===== src/rtl/alu_control_md.sv =====
// ALU control decoder with multi-cycle M-extension sequencing.
// Fast ops pulse out_valid the next cycle; MUL/DIV ops stall upstream for a fixed count first.
module alu_control_md #(
  parameter int XLEN       = 64,
  parameter int MUL_CYCLES = 4,
  parameter int DIV_CYCLES = XLEN
) (
  input  logic       clk,
  input  logic       rst_n,
  input  logic       in_valid,
  input  logic [1:0] alu_op,
  input  logic [6:0] inst_opcode,
  input  logic [2:0] inst_funct3,
  input  logic       inst_bit30,
  input  logic       inst_bit25,
  input  logic       flush,
  output logic [5:0] alu_function,
  output logic       out_valid,
  output logic       stall,
  output logic       md_busy
);

  typedef enum logic [1:0] {
    IDLE = 2'd0,
    BUSY = 2'd1,
    DONE = 2'd2
  } state_t;

  localparam logic       IS64     = (XLEN == 64);
  localparam logic [5:0] MUL_LOAD = 6'(MUL_CYCLES - 1);
  localparam logic [5:0] DIV_LOAD = 6'(DIV_CYCLES - 1);

  state_t     state;
  logic [5:0] cnt;
  logic [6:0] dec;
  logic       md_req;
  logic [5:0] dec_func;
  logic [5:0] load;

  // Returns {multi-cycle request, 6-bit function code}.
  function automatic logic [6:0] decode(input logic [1:0] op, input logic [6:0] opc,
                                        input logic [2:0] f3, input logic b30, input logic b25);
    logic       md;
    logic       word;
    logic       sec;
    logic [5:0] f;
    md   = b25 && ((opc == 7'b0110011) || ((opc == 7'b0111011) && IS64));
    word = ((opc == 7'b0011011) || (opc == 7'b0111011)) && IS64;
    sec  = !md && b30 && ((f3 == 3'b000) || (f3 == 3'b101));
    case (op)
      2'b00: f = 6'b000000;
      2'b01: f = 6'b001000;
      2'b10: f = {md, word, sec, f3};
      2'b11: begin
        case (f3)
          3'b000, 3'b001: f = 6'b001000;
          3'b100, 3'b101: f = 6'b001010;
          3'b110, 3'b111: f = 6'b001011;
          default:        f = 6'b001000;
        endcase
      end
      default: f = 6'b000000;
    endcase
    return {(op == 2'b10) && md, f};
  endfunction

  // Combinational decode of the presented instruction.
  always_comb begin
    dec      = decode(alu_op, inst_opcode, inst_funct3, inst_bit30, inst_bit25);
    md_req   = dec[6];
    dec_func = dec[5:0];
    if (inst_funct3[2]) begin
      load = DIV_LOAD;
    end else begin
      load = MUL_LOAD;
    end
  end

  // Sequencer: flush dominates; all outputs are registered here.
  always_ff @(posedge clk or negedge rst_n) begin
    if (!rst_n) begin
      state        <= IDLE;
      cnt          <= 6'd0;
      alu_function <= 6'd0;
      out_valid    <= 1'b0;
      stall        <= 1'b0;
      md_busy      <= 1'b0;
    end else if (flush) begin
      state     <= IDLE;
      cnt       <= 6'd0;
      out_valid <= 1'b0;
      stall     <= 1'b0;
      md_busy   <= 1'b0;
    end else begin
      case (state)
        IDLE: begin
          out_valid <= 1'b0;
          if (in_valid) begin
            alu_function <= dec_func;
            if (md_req) begin
              cnt     <= load;
              state   <= BUSY;
              stall   <= 1'b1;
              md_busy <= 1'b1;
            end else begin
              out_valid <= 1'b1;
            end
          end
        end
        BUSY: begin
          out_valid <= 1'b0;
          if (cnt == 6'd0) begin
            state     <= DONE;
            stall     <= 1'b0;
            md_busy   <= 1'b0;
            out_valid <= 1'b1;
          end else begin
            cnt <= cnt - 6'd1;
          end
        end
        DONE: begin
          out_valid <= 1'b0;
          state     <= IDLE;
        end
        default: begin
          state     <= IDLE;
          cnt       <= 6'd0;
          out_valid <= 1'b0;
          stall     <= 1'b0;
          md_busy   <= 1'b0;
        end
      endcase
    end
  end

endmodule


===== config.mk =====
export PLATFORM = sky130hd
export DESIGN_NAME = alu_control_md
export DESIGN_NICKNAME = d
export VERILOG_FILES = /design/src/rtl/alu_control_md.sv
export SDC_FILE = /design/constraint.sdc
export NUM_CORES = 1
export LEC_CHECK = 0
export CAP_MARGIN = 5
export CORE_MARGIN = 2
export CORE_UTILIZATION = 51
export CTS_CLUSTER_DIAMETER = 80
export DETAILED_ROUTE_END_ITERATION = 7
export PLACE_DENSITY_LB_ADDON = 0.12
export SYNTH_ARGS = -nofsm -noshare
export SYNTH_HDL_FRONTEND = slang
export SYNTH_SLANG_ARGS = --single-unit

===== constraint.sdc =====
create_clock -name clk -period 2.7 [get_ports clk]
set_input_delay 0.54 -clock clk [delete_from_list [all_inputs] [get_ports clk]]
set_output_delay 0.54 -clock clk [all_outputs]
set_load 0.005 [all_outputs]

==> flow_summary_export.csv <==
group,metric,value,unit
status,status,"finished, final reports clean",
yosys,async_flop_share,100.0,%
yosys,ys_seq_elements,16,
clock_tree,root_buffer,"clkbuf_4",
timing,setup_violations,0,
place,dpl.hpwl,1770,um
yosys,synth_fp_nets,132,
timing,finClkSkew,0.006647,ns
clock_tree,clk_pin_slew_worst_paths,0.09,ns
clock_tree,numCtsBuffers,3,
critical_path,r2r-start,"state[0]$_DFFE_PN0P_",
detailed_routing,routedWlPerCell,13.53,um
detailed_routing,drt_iter0_drc,18,
floorplanning,io_pins,27,
yosys,seq_area_frac_synth,39.51,%
clock_tree,holdBufCountCts,0,
detailed_routing,vias_per_cell,5.555,
timing,period_needed,1.971,ns
detailed_routing,dr.pass1.iters,4,
yosys,synth_top_area_share,39.51,%
clock_tree,clock_path_buffers,2,
floorplanning,fp.dieArea,0.002360,sq mm
timing,max_freq,507.3,MHz
power,p_leak,0.5343,nW
floorplanning,rows,16,
finish,fin_area,0.001309,sq mm
power,pwr_density_cell,417.4,mW/mm^2
finish,layout-drive-gt1-share,10.22,%
yosys,netlist_area,0.001013,sq mm
critical_path,rr_worst_depth,5,
job,cap_violations,0,
floorplanning,die_w,48.58,um
clock_tree,cts-resized-gates,0,
floorplanning,core_area,0.001922,sq mm
global_routing,grt_first_pass_wirelength,3850,um
critical_path,path_class,"input pin to flop",
clock_tree,cts.sinks,16,
global_routing,grt_pass1_vias,884,
timing,slew_violations,0,
clock_tree,insertion_delay,0.30,ns
yosys,netlist_instances,112,
yosys,synth_edf_count,0,
detailed_routing,via_count,911,
min_path,min-delay-start,"alu_function[2]$_DFFE_PN0P_",
finish,final_nets,158,
place,place_area,0.001272,sq mm
detailed_routing,drc_errors,0,
critical_path,r2r_end,"cnt[2]$_DFFE_PN0P_",
global_routing,grt_antenna_before_repair,0,
clock_tree,post-cts-setup-buffer-count,0,
critical_path,cp_max_fo,6,
timing,slew_headroom,52.99,%
min_path,hold_path_end,"alu_function[2]$_DFFE_PN0P_",
timing,hold_viol,0,
yosys,yosysWarnings,0,
place,place_ws,0.4100,ns
global_routing,grt_max_degree,20,
yosys,synth_area_leaders,"dfrtp_1 40%, nand2_1 6.7%, a21oi_1 4.4%",
timing,min_period_over_period,73.01,%
timing,setup_tns,0,ns
clock_tree,h-tree-depth,1,
critical_path,start_kind,"input pin",
yosys,ys_types,40,
clock_tree,tritoncts,"yes",
place,gp_congestion,0.8858,
timing,hold_ws,0.4912,ns
timing,tightest_slew,0.7030,ns
floorplanning,die_h,48.58,um
detailed_routing,postRouteAntennaNets,0,
timing,rsz0062_at_grt,"no",
critical_path,worst_ep_arrival_time,2.16,ns
global_routing,overflow,0,
place,port_buffers,26,
global_routing,grtUsageTotal,21.55,%
min_path,holdPathStages,2,
timing,worst_slack,0.7286,ns
min_path,min_path_type,"flop to flop",
detailed_routing,wirelength,2219,um
power,peakVddDrop,0.0003393,V
yosys,synth.avg_cell_area,9.049,sq um
finish,diodes,0,
finish,area_delta_synth_final,29.14,%
critical_path,end_kind,"flop",
critical_path,required,2.89,ns
yosys,synth-main-ff-cell,"dfrtp_1",
floorplanning,start_util,52.73,%
yosys,synth_top_cell_by_area,"dfrtp_1",
critical_path,regToRegSetupSlack,1.01,ns
-- critical path, cell delays in order --
cell and delay, ns:
clkdlybuf4s50_1 0.49, nand4bb_4 0.26, nor3_4 0.25, a311oi_1 0.18, o21bai_1 0.21, a22o_1 0.22
-- cell families after synthesis --
kind of cell | after synthesis | share of synthesized area [%]
AND/OR/NAND/NOR | 47 | 26.67
AO/OA/AOI/OAI | 35 | 24.07
flip-flops | 16 | 39.51
buffers and inverters | 10 | 5.307
adder cells (fa/ha/maj) | 2 | 2.469
XOR/XNOR | 1 | 0.8644
multiplexers | 1 | 1.111
-- power by group --
| part | switching, mW | internal [mW] |
|---|---|---|
| logic | 0.0530 | 0.0643 |
| registers | 0.0133 | 0.255 |
| clock network | 0.0779 | 0.0823 |
-- placed cells by master (no fill, tap or decap), types with 3 or more instances in the layout --
master,instances
clkbuf_4,3
a22o_1,4
clkdlybuf4s50_1,26
inv_1,5
nand2_1,18
o21ai_0,8
nor3_1,3
nor2_1,6
dfrtp_1,16
nand3_1,6
a21oi_1,9
-- stage by stage --
| step | cells | utilization (%) | power, mW |
|---|---|---|---|
| after floorplan | 112 | - | 0.3298 |
| after global placement | 160 | 66.21 | 0.3887 |
| after CTS | 164 | 68.10 | 0.5521 |
| after global routing | 164 | 68.10 | 0.5792 |
| after detailed placement | 160 | 66.21 | 0.3911 |
| final | 164 | 68.10 | 0.5463 |
-- how the worst max path moves through the flow --
stage,start,to,slack [ns],cells past startpoint
6_report,alu_op[0],cnt[3]$_DFFE_PN0P_,0.73,6
5_1_grt,alu_op[0],cnt[3]$_DFFE_PN0P_,0.66,6
4_1_cts,alu_op[0],cnt[3]$_DFFE_PN0P_,0.74,6
3_5_place_dp,alu_op[0],cnt[3]$_DFFE_PN0P_,0.41,6
3_3_place_gp,alu_op[0],cnt[3]$_DFFE_PN0P_,0.44,6
2_1_floorplan,inst_opcode[2],cnt[3]$_DFFE_PN0P_,1.04,5
-- cell type report --
type                       count  area (sq um)
fill                         173         613.1
multi-input combinational     86         559.3
sequential                    16         400.4
timing repair buffer          26         260.3
clock buffer                   4         36.28
tap                           27         33.78
inverter                       5         18.77
-- metal layers --
layer | global-route usage, % | part of all wire [%] | up-vias
met1 | 25.80 | 43 | 416
li1 | - | - | 451
met3 | 7.099 | 7.7 | 6
met2 | 35.42 | 47 | 38
met5 | 0 | 0 | -
met4 | 9.524 | 1.8 | 0
-- state kept, by name (all words and copies together) (netlist names) --
register and count:
alu_function 6, cnt 6, md_busy 1, out_valid 1
state 2
-- cells in the mapped netlist, drive strengths merged (2+ instances only) --
library cell / count
inv: 5
a21o: 2
o21bai: 3
a21oi: 10
nand2: 19
nor2: 7
dfrtp: 16
o21ai: 8
ha: 2
nand3: 6
buf: 4
nand3b: 2
nand2b: 2
a22o: 4
nor3: 4
(Power assumes the default switching activity.)
